$ cat src/rtl/nco_sched.sv
// Round-robin scheduler that shares one NCO between NCH phase accumulators and labels the in-order results with their channel.
// Latency: enable->angle 1 cycle, result->sample 1 cycle; issue stalls on angle ack or tag credit, results stall on sample ack.
module nco_sched #(
  parameter int NCH   = 4,
  parameter int W     = 32,
  parameter int DEPTH = 8,
  localparam int CW   = $clog2(NCH),
  localparam int AW   = $clog2(DEPTH)
) (
  input  logic          clk,
  input  logic          reset,
  input  logic          cfg_we,
  input  logic [CW-1:0] cfg_ch,
  input  logic [W-1:0]  cfg_inc,
  input  logic          cfg_en,
  input  logic          cfg_clr,
  output logic [W-1:0]  i_angle_dat,
  output logic          i_angle_req,
  input  logic          i_angle_ack,
  input  logic [W-1:0]  t_nco_dat,
  input  logic          t_nco_req,
  output logic          t_nco_ack,
  output logic [W-1:0]  i_smp_dat,
  output logic [CW-1:0] i_smp_ch,
  output logic          i_smp_req,
  input  logic          i_smp_ack,
  output logic          err
);
  localparam logic [0:0] IDLE = 1'b0;
  localparam logic [0:0] HOLD = 1'b1;

  logic [0:0]     state;
  logic [W-1:0]   inc     [NCH];
  logic [W-1:0]   acc     [NCH];
  logic [W-1:0]   acc_nxt [NCH];
  logic [NCH-1:0] en;
  logic [CW-1:0]  last, sel, base, cand, nsel;
  logic           found;
  logic [CW-1:0]  tag_mem [DEPTH];
  logic [AW-1:0]  wr_ptr, rd_ptr;
  logic [AW:0]    cnt, cnt_nxt;
  logic           ang_xfer, res_xfer, pop, load;

  assign i_angle_req = (state == HOLD);
  assign t_nco_ack   = !i_smp_req || i_smp_ack;
  assign ang_xfer    = i_angle_req && i_angle_ack;
  assign res_xfer    = t_nco_req && t_nco_ack;
  assign pop         = res_xfer && (cnt != '0);

  // Credit is judged on the post-edge occupancy so a reload never overfills the tag FIFO.
  always_comb begin
    cnt_nxt = cnt + {{AW{1'b0}}, ang_xfer} - {{AW{1'b0}}, pop};
    base    = ang_xfer ? sel : last;
    cand    = '0;
    nsel    = '0;
    found   = 1'b0;
    for (int i = 1; i <= NCH; i++) begin
      cand = base + CW'(i);
      if (!found && en[cand]) begin
        found = 1'b1;
        nsel  = cand;
      end
    end
    load = ((state == IDLE) || ang_xfer) && found && (cnt_nxt < (AW+1)'(DEPTH));
  end

  // A clear on the channel being transferred overrides its increment.
  always_comb begin
    for (int c = 0; c < NCH; c++) begin
      acc_nxt[c] = acc[c];
      if (ang_xfer && sel == CW'(c))
        acc_nxt[c] = acc[c] + inc[c];
      if (cfg_we && cfg_clr && cfg_ch == CW'(c))
        acc_nxt[c] = '0;
    end
  end

  always_ff @(posedge clk) begin
    if (reset) begin
      state       <= IDLE;
      i_angle_dat <= '0;
      sel         <= '0;
      last        <= CW'(NCH - 1);
      en          <= '0;
      cnt         <= '0;
      wr_ptr      <= '0;
      rd_ptr      <= '0;
      i_smp_req   <= 1'b0;
      i_smp_dat   <= '0;
      i_smp_ch    <= '0;
      err         <= 1'b0;
      for (int c = 0; c < NCH; c++) begin
        acc[c] <= '0;
        inc[c] <= '0;
      end
    end else begin
      for (int c = 0; c < NCH; c++)
        acc[c] <= acc_nxt[c];
      if (cfg_we) begin
        inc[cfg_ch] <= cfg_inc;
        en[cfg_ch]  <= cfg_en;
      end
      if (ang_xfer) begin
        last   <= sel;
        wr_ptr <= wr_ptr + AW'(1);
      end
      if (load) begin
        state       <= HOLD;
        sel         <= nsel;
        i_angle_dat <= acc_nxt[nsel];
      end else if (ang_xfer) begin
        state <= IDLE;
      end
      cnt <= cnt_nxt;
      if (res_xfer && cnt == '0)
        err <= 1'b1;
      if (pop) begin
        rd_ptr    <= rd_ptr + AW'(1);
        i_smp_req <= 1'b1;
        i_smp_dat <= t_nco_dat;
        i_smp_ch  <= tag_mem[rd_ptr];
      end else if (i_smp_ack) begin
        i_smp_req <= 1'b0;
      end
    end
  end

  always_ff @(posedge clk) begin
    if (ang_xfer)
      tag_mem[wr_ptr] <= sel;
  end

endmodule

$ cat config.mk
export PLATFORM = sky130hd
export DESIGN_NAME = nco_sched
export DESIGN_NICKNAME = d
export VERILOG_FILES = /design/src/rtl/nco_sched.sv
export SDC_FILE = /design/constraint.sdc
export NUM_CORES = 1
export LEC_CHECK = 0
export CELL_PAD_IN_SITES_DETAIL_PLACEMENT = 2
export CELL_PAD_IN_SITES_GLOBAL_PLACEMENT = 2
export CORE_ASPECT_RATIO = 0.8
export CORE_MARGIN = 2
export CORE_UTILIZATION = 35
export DETAILED_ROUTE_END_ITERATION = 6
export HOLD_SLACK_MARGIN = 0.05
export PLACE_DENSITY_LB_ADDON = 0.1
export SYNTH_ARGS = -nofsm -noshare
export SYNTH_HDL_FRONTEND = slang
export SYNTH_SLANG_ARGS = --single-unit
$ cat constraint.sdc
create_clock -name clk -period 4.83 [get_ports clk]
set_input_delay 0.966 -clock clk [delete_from_list [all_inputs] [get_ports clk]]
set_output_delay 0.966 -clock clk [all_outputs]
set_load 0.01 [all_outputs]
=== Word-level counts from Yosys, hierarchy flattened ===
Memory sizes are Yosys's and may differ from the RTL's. A register that Yosys moved wholly into a read port is not among the register bits.
Index checks and enable logic that the tools add are counted.

* Register bits: 85
* Bits in writable memories: 272
* Output and inout port bits: 70
* Memories kept: 3

* Add/subtract/negate cells: 11
* Order comparisons: 8
* Equal/unequal tests: 6
* Muxes and demuxes: 50
* Bitwise operators: 6
* Reduce and logical (&&, ||, !) cells: 32

{| class="wikitable"
|+ Memory list
! memory !! words !! bits a word !! rd ports !! clocked after Yosys merged registers in !! wr ports !! line !! RTL
|-
| acc || 4 || 32 || 4 || 0 || 4 || 34 || <nowiki>logic [W-1:0] acc [NCH];</nowiki>
|-
| inc || 4 || 32 || 4 || 0 || 4 || 33 || <nowiki>logic [W-1:0] inc [NCH];</nowiki>
|-
| tag_mem || 8 || 2 || 1 || 1 || 1 || 39 || <nowiki>logic [CW-1:0] tag_mem [DEPTH];</nowiki>
|}

{| class="wikitable"
|+ Operators with widths
! kind !! count
|-
| 32-bit two-way mux || 15
|-
| 32-bit adder || 4
|-
| 32-bit binary-select mux with 2-bit select || 1
|-
| 32-bit OR reduction || 1
|-
| 1-bit two-way mux || 22
|-
| 1-bit logical AND || 19
|-
| 2-bit by 3-bit < comparator with 1-bit output, second input constant || 5
|-
| 2-bit two-way mux || 6
|-
| 1-bit binary-select mux with 2-bit select || 4
|-
| 2-bit == test, second input constant || 4
|-
| 3-bit by 1-bit adder with 3-bit output, second input constant || 2
|-
| 2-bit adder, second input constant || 2
|-
| 4-bit by 1-bit adder with 4-bit output || 1
|-
| 4-bit bitwise mux || 1
|-
| 2-bit by 1-bit == test with 1-bit output, second input constant || 2
|-
| 1-bit logical NOT || 4
|-
| 2-bit logical NOT || 2
|-
| 4-bit logical NOT || 1
|-
| 4-bit < comparator, second input constant || 1
|-
| 1-bit OR || 4
|-
| 2-bit nonzero test || 2
|-
| 4-bit nonzero test || 1
|-
| 4-bit by 1-bit subtractor with 4-bit output || 1
|-
| 3-bit greater-or-equal comparator, second input constant || 1
|-
| other kinds (6) || 7
|}

=== Longest topological paths before layout ===
Gate-level depths: netlist of run 1.

* Word-level depth: 19
* Mapped depth: 20
* Depth with buffers taken out: 17

=== Least setup slack after synthesis of run 1 ===
OpenSTA, ideal clock, no wires.

* Path type: input port to flip-flop
* Start: in i_smp_ack
* End: reg i_angle_dat[23]
* Library setup time: 101 ps
* Arrival: 4271 ps
* Slack: 458 ps
* Stages on the path: 19
* Buffers on the path: 4
* Path through: nand2b_1 -> nand2_1 -> or2_2 -> clkbuf_1 -> inv_1 -> clkbuf_1 -> ha_1 -> inv_1 -> ha_1 -> a21o_1 -> a21oi_1 -> xnor2_1 -> o311a_1 -> clkbuf_1 -> clkbuf_1 -> nor2_1 -> a2111oi_0 -> nand3_1 -> o41ai_1

* Longest elaborated chain between the ends: 6

{| class="wikitable"
|+ Ends and longest elaborated chain
! item !! line !! RTL
|-
| from (decl) || 26 || <nowiki>input logic i_smp_ack,</nowiki>
|-
| 1-bit logical OR || 45 || <nowiki>assign t_nco_ack = !i_smp_req || i_smp_ack;</nowiki>
|-
| 1-bit logical AND || 47 || <nowiki>assign res_xfer = t_nco_req && t_nco_ack;</nowiki>
|-
| 1-bit logical AND || 48 || <nowiki>assign pop = res_xfer && (cnt != '0);</nowiki>
|-
| via pop || 42 || <nowiki>logic ang_xfer, res_xfer, pop, load;</nowiki>
|-
| 4-bit by 1-bit subtractor with 4-bit output || 52 || <nowiki>cnt_nxt = cnt + {{AW{1'b0}}, ang_xfer} - {{AW{1'b0}}, pop};</nowiki>
|-
| 4-bit < comparator || 64 || <nowiki>load = ((state == IDLE) || ang_xfer) && found && (cnt_nxt < (AW+1)'(DEPTH));</nowiki>
|-
| 1-bit logical AND || 64 ||
|-
| to (signal assigned) || 110 || <nowiki>i_angle_dat <= acc_nxt[nsel];</nowiki>
|-
| to (decl) || 17 || <nowiki>output logic [W-1:0] i_angle_dat,</nowiki>
|}

The timed path passes the listed nets, and every way through them passes these cells.
A chain may end at the register's enable or synchronous reset.

=== Worst setup path in the final report of run 1 ===
* Start: in i_smp_ack
* End: reg i_angle_dat[18]

* Longest elaborated chain between the ends: 6

{| class="wikitable"
|+ Ends and longest elaborated chain
! item !! line
|-
| 1-bit logical OR || 45
|-
| 1-bit logical AND || 47
|-
| 1-bit logical AND || 48
|-
| 4-bit by 1-bit subtractor with 4-bit output || 52
|-
| 4-bit < comparator || 64
|-
| 1-bit logical AND || 64
|}

Every way passes these cells.

==> results of run 1 <==
## worst max path at each step
stage	start	to	slack, ps	cells after the start
global placement	i_smp_ack	i_angle_dat[18]	150	17
floorplan	i_smp_ack	i_angle_dat[23]	460	19
detailed placement	i_smp_ack	i_angle_dat[18]	-10	17
CTS	i_smp_ack	i_angle_dat[18]	570	17
finish	i_smp_ack	i_angle_dat[18]	590	17
global route	i_smp_ack	i_angle_dat[18]	340	17
## critical path: cells and delay by family
family	cells	cell delay, ps
AO/OA/AOI/OAI	6	1300
XOR/XNOR	1	280
adder cells (fa/ha/maj)	2	490
buffers and inverters	3	630
AND/OR/NAND/NOR	5	1000
## power groups by stage
stage	clock network [mW]	registers [mW]	logic, mW
2_1_floorplan	0	3.70	1.22
3_3_place_gp	0	3.80	2.07
3_5_place_dp	0	3.81	2.18
4_1_cts	3.24	3.75	2.20
5_1_grt	3.35	3.77	2.39
6_report	3.18	3.76	2.20
## stage by stage
stage	power, mW	setup slack (ps)	setup TNS, ps	util	std cells
finish	9.132	593.4	0	0.4148	3344
global route	9.517	336.3	0	0.4148	3344
CTS	9.181	573.3	0	0.4148	3344
detailed placement	5.984	-10.74	-10.74	0.3927	3266
global placement	5.866	149.2	0	0.3927	3266
floorplan	4.922	458.1	0	-	2415
## cell type report
cell class                 count  area, um^2  share of cell area
clock inverter                23       188.9            0.007661
clock buffer                  55        1120             0.04541
sequential                   359        8628              0.3499
multi-input combinational   1860       11600              0.4705
tap                          779       974.7             0.03953
inverter                      66       247.7             0.01005
timing repair buffer         202        1897             0.07692
## flip-flops by register name, summed over array words and instances, names as in the netlist
register / flops
i_smp_req: 1
rd_ptr: 3
inc: 128
cnt: 4
sel: 2
acc: 128
i_smp_ch: 2
i_angle_req: 1
i_smp_dat: 32
i_angle_dat: 32
last: 2
wr_ptr: 3
err: 1
en: 4
tag_mem: 16
## kinds of logic (layout without fill, tap and decap cells)
family | after synthesis | count (layout) | share of synthesized area
flip-flops | 359 | 359 | 0.4116
AND/OR/NAND/NOR | 904 | 904 | 0.1932
multiplexers | 50 | 50 | 0.02638
adder cells (fa/ha/maj) | 136 | 136 | 0.08297
XOR/XNOR | 107 | 107 | 0.04471
AO/OA/AOI/OAI | 663 | 663 | 0.2045
buffers and inverters | 196 | 346 | 0.03659
## cells in the mapped netlist (44+ instances only)
cell type	number	share of area
clkbuf_1	97	0.017
inv_1	65	0.012
xnor2_1	68	0.028
a21o_1	71	0.025
nor3_1	51	0.012
nor2_1	329	0.059
nand3_1	57	0.014
ha_1	131	0.078
edfxtp_1	144	0.21
nand2_1	288	0.052
a21oi_1	209	0.050
dfxtp_1	215	0.21
o21ai_0	133	0.032
mux2i_1	44	0.021
## per-layer routing
metal,global-route usage,wire length [um]
met1,0.3917,42080
met2,0.4569,39950
met3,0.03068,3331
met4,0.06469,1869
met5,0,0
==> results.yml, run 1 <==
timing:
  hold_viol: 0
  fin_skew_ps: 16.37
  setup_viol: 0
  hold_slack_ps: 456.0
  finalCritPeriodShare: 0.8772
  worst_pin_slew_ps: 932.0
  timing.fmax_ghz: 0.2360
  slew_violations: 0
  grt_setup_unrepaired: "no"
  maxSlewHeadroom: 0.3749
  period_minus_slack_ps: 4237
floorplan:
  die_w_um: 277.6
  die_h_um: 222.9
  dieArea_um2: 61880
  rows: 80
  core_area_um2: 59460
  start_util: 0.3525
  top_level_ports: 144
cts:
  cts_tree: "done"
  insertion_delay_ps: 590
  clk_pin_slew_ps: 60
  clockRootBuffer: "clkbuf_16"
  cts_resized: 0
  cts_hold_buffers: 0
  cts_made_buffers: 42
  cts.sinks: 359
  htreeDepth: 2
  clockBufferDepth: 3
  post-cts-setup-buffer-count: 0
global_route:
  grt_pass1_wl_mm: 130.6
  grt_pass1_vias: 20140
  grt.total_usage: 0.2778
  grt_max_degree: 119
  overflow: 0
  grt_antenna_before_repair: 2
critical_path:
  cp-end-kind: "flop"
  critPathMaxStageDelay_ps: 530
  reg2reg_from: "cnt[2]"
  startpoint_type: "primary input"
  r2r_end: "i_angle_dat[18]"
  slowest_stage: "o311a_2"
  critPathKind: "in -> reg"
  critPathRequiredTime_ps: 5280
  crit_path_cell_trace: "clkdlybuf4s50_1 > nand2b_1 > nand2_1 > or2_2 > inv_1 > ha_1 > inv_1 > ha_1 > a21o_1 > a21oi_1 > xnor2_1 > o311a_2 > nand2_1 > a31oi_1 > o21ai_0 > nand3_1 > a211oi_1"
  r2r_slack_ps: 790
  crit_arrival_ps: 4690
  reg2reg_depth: 17
  path_max_fanout: 15
power:
  p_int_mw: 6.092
  swShare: 0.3329
  p_leak_nw: 9.764
  seqPwrFrac: 0.411
  p_sw_mw: 3.040
  power.density_nw_per_um2: 370.3
  power_frac_comb: 0.241
  clkPwrFrac: 0.348
  ir_drop_mv: 0.2300
yosys:
  syn_area_um2: 20960
  netlist-cell-type-count: 92
  ys_seq_elements: 359
  synth_fp_nets: 2625
  synth_edf_count: 144
  avgSynthCellArea_um2: 8.680
  syn_inst: 2415
  async_flop_share: 0
  synth_flop_cell: "dfxtp_1"
  synth_warnings: 0
  synth_seq_area_share: 0.4116
detailed_routing:
  firstDrtPassIters: 5
  drc: 0
  num_vias: 19221
  wl_per_cell_um: 26.08
  via_per_inst: 5.748
  drtIter0Drc: 1274
  ant_nets: 0
  wirelength_mm: 87.23
hold_path:
  hold_class: "reg -> reg"
  hold_start: "i_smp_dat[13]"
  worstHoldEndpoint: "i_smp_dat[13]"
  worstHoldPathCells: 2
final_layout:
  synthToLayoutAreaGrowth_pct: 17.64
  final_cell_mix: "nor2_1 (329), nand2_1 (288), dfxtp_1 (215)"
  fin_area_um2: 24660
  nFillCells: 6579
  drive_above_1_share: 0.06667
  layout.nets: 2741
  final_common_cell: "nor2_1"
  diodes: 0
flow_run:
  cap_violations: 0
placement:
  dp_hpwl_mm: 67.23
  globalplace.congestion: 0.8977
  placed_area_um2: 23350
  portBuffers: 143
run_status:
  outcome: "completed"
Note: power is estimated with default switching activity, not from simulation.
==> inputs of run 2 (changes only) <==
- CTS_CLUSTER_SIZE: unset -> 12
==> run 2 against run 1 <==
Against the previous run:
- count of clock-buffer cells in the layout is the same
- largest power group unchanged
- register-to-register slack improved by 20 ps
- highest routed layer unchanged
- sequential share of layout area hardly changed
==> results.yml, run 2 (synthesized netlist as in run 1, its figures left out) <==
detailed_routing:
  firstDrtPassIters: 5
  drtIter0Drc: 1273
  ant_nets: 0
  via_per_inst: 5.729
  num_vias: 19159
  wirelength_mm: 86.84
  wl_per_cell_um: 25.97
  drc: 0
critical_path:
  startpoint_type: "primary input"
  slowest_stage: "o311a_2"
  r2r_end: "i_angle_dat[18]"
  cp_top_family: "compound AO/OA/AOI/OAI gates"
  critPathKind: "in -> reg"
  critPathRequiredTime_ps: 5270
  reg2reg_from: "cnt[2]"
  critPathMaxStageDelay_ps: 540
  crit_arrival_ps: 4730
  critPathBufInv: 3
  path_max_fanout: 15
  crit_path_cell_trace: "clkdlybuf4s50_1 > nand2b_1 > nand2_1 > or2_2 > inv_1 > ha_1 > inv_1 > ha_1 > a21o_1 > a21oi_1 > xnor2_1 > o311a_2 > nand2_1 > a31oi_1 > o21ai_0 > nand3_1 > a211oi_1"
  r2r_slack_ps: 810
  reg2reg_depth: 17
  cp-end-kind: "flop"
placement:
  portBuffers: 143
  globalplace.congestion: 0.8977
  dp_hpwl_mm: 67.23
  dpl_worst_slack_ps: -10.74
power:
  ir_drop_mv: 0.2302
  power.density_nw_per_um2: 368.4
  p_leak_nw: 9.754
cts:
  cts_hold_buffers: 0
  clockBufferDepth: 3
  post-cts-setup-buffer-count: 0
  htreeDepth: 2
  clk_pin_slew_ps: 60
  clockRootBuffer: "clkbuf_16"
  cts_made_buffers: 42
  cts_tree: "done"
  insertion_delay_ps: 590
  cts_resized: 0
  cts.sinks: 359
flow_run:
  cap_violations: 0
final_layout:
  final_common_cell: "nor2_1"
  diodes: 0
  layout.nets: 2741
  utilization: 0.4143
  drive_above_1_share: 0.06667
  synthToLayoutAreaGrowth_pct: 17.53
  top_regs: "acc (128), inc (128)"
  final_cell_mix: "nor2_1 (329), nand2_1 (288), dfxtp_1 (215)"
run_status:
  outcome: "completed"
floorplan:
  die_h_um: 222.9
  dieArea_um2: 61880
  core_area_um2: 59460
  top_level_ports: 144
  rows: 80
  start_util: 0.3525
  die_w_um: 277.6
timing:
  fin_skew_ps: 19.91
  timing.fmax_ghz: 0.2332
  hold_viol: 0
  fin_ws_ps: 541.3
  grt_setup_unrepaired: "no"
  slew_violations: 0
  finalCritPeriodShare: 0.8879
  worst_pin_slew_ps: 982.8
  period_minus_slack_ps: 4289
  hold_slack_ps: 456.1
  maxSlewHeadroom: 0.3408
  setup_viol: 0
hold_path:
  hold_class: "reg -> reg"
  worstHoldPathCells: 2
  hold_start: "i_smp_dat[13]"
  worstHoldEndpoint: "i_smp_dat[13]"
global_route:
  grt_pass1_vias: 20115
  grt_antenna_before_repair: 2
  grt_pass1_wl_mm: 130.3
  grt_max_degree: 119
  overflow: 0
  grt.total_usage: 0.2768
run 2: changes by cell type in the layout (fill, tap and decap cells not counted):
cell       change
clkinv_2       +1
bufinv_16      -1
run 2: cell type report:
class                      count  area, um^2
clock buffer                  55        1120
sequential                   359        8628
tap                          779       974.7
multi-input combinational   1860       11600
fill                        6578       34820
inverter                      66       247.7
timing repair buffer         202        1897
clock inverter                23       163.9
run 2: worst max-delay path by stage:
stage / startpoint / end / depth (start not counted) / slack [ps]
6_report: i_smp_ack / i_angle_dat[18] / 17 / 540
5_1_grt: i_smp_ack / i_angle_dat[18] / 17 / 330
3_5_place_dp: i_smp_ack / i_angle_dat[18] / 17 / -10
4_1_cts: i_smp_ack / i_angle_dat[18] / 17 / 570
3_3_place_gp: i_smp_ack / i_angle_dat[18] / 17 / 150
2_1_floorplan: i_smp_ack / i_angle_dat[23] / 19 / 460
run 2: where the power goes:
group | leakage (nW) | switching [mW] | internal, mW
clock | 0.637 | 1.42 | 1.70
sequential | 3.15 | 0.302 | 3.45
combinational | 5.96 | 1.31 | 0.887
total | 9.75 | 3.04 | 6.04
run 2: stage by stage:
step | TNS, ps | cells | instance area, um^2 | power, mW
6_report | 0 | 3344 | 24630 | 9.075
5_1_grt | 0 | 3344 | 24630 | 9.458
4_1_cts | 0 | 3344 | 24630 | 9.124
3_5_place_dp | -10.74 | 3266 | 23350 | 5.984
3_3_place_gp | 0 | 3266 | 23350 | 5.866
2_1_floorplan | 0 | 2415 | 20960 | 4.922
run 2: worst register-to-register path, stage by stage, from the launching register on:
cell	delay [ps]
dfxtp_1	300
inv_1	70
ha_1	150
nor3b_1	420
or2_2	220
inv_1	80
ha_1	270
inv_1	80
ha_1	190
a21o_1	120
a21oi_1	70
xnor2_1	440
o311a_2	540
nand2_1	380
a31oi_1	250
o21ai_0	120
nand3_1	100
a211oi_1	80
run 2: per-layer routing:
| metal | up-vias | global-route usage | share of wire |
|---|---|---|---|
| li1 | 8934 | - | - |
| met1 | 9718 | 0.3909 | 0.48 |
| met2 | 415 | 0.4530 | 0.46 |
| met3 | 92 | 0.03184 | 0.042 |
| met4 | 0 | 0.06609 | 0.022 |
| met5 | - | 0 | 0 |
==> edit (config.mk and constraints of run 2) <==
Change the localparam `HOLD` from 1'b1 to 1'b0.
--- a/src/rtl/nco_sched.sv
+++ b/src/rtl/nco_sched.sv
@@ -27,7 +27,7 @@
   output logic          err
 );
   localparam logic [0:0] IDLE = 1'b0;
-  localparam logic [0:0] HOLD = 1'b1;
+  localparam logic [0:0] HOLD = 1'b0;
 
   logic [0:0]     state;
   logic [W-1:0]   inc     [NCH];
Formal check against the unedited RTL: not equivalent (Yosys sat finds a counterexample within 4 cycles, from zero or initial values and one cycle with reset high).
==> edit against run 2 <==
  * Power up 11%
  * Sequential cell count decreased by 1
  * Non-clock buffer count is 11 higher
  * Final cell count fell by 2.3%
  * Sequential power is 2% higher
  * Die area is 3.6% lower
  * Register-to-register slack lost 0.33 ns
  * Routed wire length up 0.48%
  * Final area shrank 2.0%
  * Synthesized area decreased by 3.7%
  * Setup slack got worse by 0.059 ns
  * Via count shrank 3.0%
  * First-iteration DRC count hardly changed
  * Synthesized cell count shrank 3.9%
  * Critical endpoint is now i_angle_dat[31]
==> edit: results (changes against run 2) <==
[critical_path]
max_stage_delay_ns = 0.66  ; was 0.54 ns
crit_fanout = 6  ; was 15
critPathSlowestCell = o21ai_0  ; was o311a_2
arrival_ns = 4.83  ; was 4.73 ns
crit_family = compound AO/OA/AOI/OAI gates  ; unchanged

[detailed_routing]
vias = 18600  ; was 19200
first_pass_iters = 5  ; unchanged
totalWireLength_um = 87300  ; was 86800 um
drtIter0Drc = 1272  ; was 1273

[clock_network]
post_cts_buffers = 0  ; unchanged
clk_pin_slew_worst_paths_ns = 0.06  ; about the same
clock_latency_ns = 0.59  ; about the same
root_buffer = clkbuf_16  ; unchanged
numCtsBuffers = 42  ; unchanged
cts_resized = 0  ; unchanged
holdBufCountCts = 0  ; unchanged
clock_path_buffers = 3  ; unchanged
ctsHtreeMaxLevel = 2  ; unchanged

[global_routing]
track_usage = 0.291  ; was 0.277
grt_max_degree = 57  ; was 119
grt_pass1_wl_um = 130000  ; about the same
grt_pass1_vias = 19900  ; was 20100
antenna_found_initial = 1  ; was 2

[logic_synthesis]
synth_common_cells = nor2_1, nand2_1, a21oi_1  ; was nor2_1, nand2_1, dfxtp_1
yosysUniqueCellTypes = 84  ; was 92
synthFlopType = dfxtp_1  ; unchanged
yosysWarnings = 0  ; unchanged
syn_area_per_cell_um2 = 8.70  ; was 8.68 um2
synth_nets = 2532  ; was 2625
async_reset_ff_frac = 0  ; unchanged
yosysSeqAreaShare = 0.426  ; was 0.412
synth_edf_count = 144  ; unchanged
synthTopCellsByArea = edfxtp_1, dfxtp_1, ha_1, nor2_1, a21oi_1  ; was edfxtp_1, dfxtp_1, ha_1, nor2_1, nand2_1
synth_area_um2 = 20200  ; was 21000 um2

[layout]
fin_cells = 3266  ; was 3344
drive_gt1_frac = 0.0695  ; was 0.0667
fin_nets = 2681  ; was 2741
fill_cells = 6204  ; was 6578
largestRegisters = acc (128), inc (128)  ; unchanged

[placement]
gp_congestion = 0.926  ; was 0.898
place_ws_ns = 0.202  ; was -0.0107 ns
io_buffers = 142  ; was 143
place_inst = 3187  ; was 3266
dp_hpwl_um = 66500  ; was 67200 um

[sta]
skew_ns = 0.0152  ; was 0.0199 ns
tightestPinTransition_ns = 1.14  ; was 0.983 ns
tns_ns = 0  ; unchanged

[outcome]
outcome = completed  ; unchanged

[power]
peakVddDrop_uv = 272  ; was 230 uV
power.leakage_nw = 9.68  ; was 9.75 nW

[worst_hold_path]
min_path_type = reg -> reg  ; unchanged

edit: routing by layer:
layer	part of all wire	routed length [um]	GRT usage	vias to the layer above
met1	0.47	41200	0.401	9437
li1	-	-	-	8579
met3	0.045	3920	0.0364	105
met5	0	0	0	-
met2	0.46	40000	0.482	455
met4	0.024	2110	0.0771	0
edit: kinds of logic after synthesis:
logic type | share of synthesized area
flops | 0.426
compound gates | 0.201
other cells | 0.000186
simple gates | 0.186
buf+inv | 0.0342
fa+ha+maj | 0.0861
mux | 0.0214
xor+xnor | 0.0455
edit: per-stage QoR:
step	cell area, um2	total power [mW]
floorplan	20200	5.45
global placement	22800	6.70
detailed placement	22800	6.83
CTS	24100	10.1
global route	24100	10.5
finish	24100	10.1
edit: worst reg2reg max path: stages (launching register included):
cell and delay, ns:
edfxtp_1 0.45, ha_1 0.43, and4_1 0.24, nor2b_1 0.18, nand2_1 0.06, o21ai_0 0.63, a31oi_1 0.34, o21ai_0 0.66
a31oi_1 0.25, o211ai_1 0.25, xnor2_1 0.19, o21ai_0 0.22, nand3_1 0.10, a311oi_1 0.25
edit: area by class of cell:
cell class / instances / area (um2) / area share
Antenna cell: 2 / 5.00 / 0.000207
Multi-Input combinational cell: 1781 / 10900 / 0.453
Clock buffer: 58 / 1210 / 0.0503
Timing Repair Buffer: 213 / 1990 / 0.0824
Inverter: 75 / 282 / 0.0117
Clock inverter: 19 / 145 / 0.00601
Sequential cell: 358 / 8610 / 0.357
Tap cell: 760 / 951 / 0.0394
edit: final timing paths:
check                              startpoint              end  slack [ns]  depth (start not counted)
worst max-delay path               inc[2][11]  i_angle_dat[31]        0.48                         13
worst min register to register  i_smp_dat[29]    i_smp_dat[29]        0.46                          2
worst max register to register     inc[2][11]  i_angle_dat[31]        0.48                         13
worst min-delay path            i_smp_dat[29]    i_smp_dat[29]        0.46                          2
edit: power breakdown:
| part | switching (mW) | internal, mW | total, mW |
|---|---|---|---|
| clock network | 1.40 | 1.86 | 3.27 |
| logic | 1.83 | 1.15 | 2.98 |
| registers | 0.319 | 3.51 | 3.83 |
| total | 3.56 | 6.52 | 10.1 |
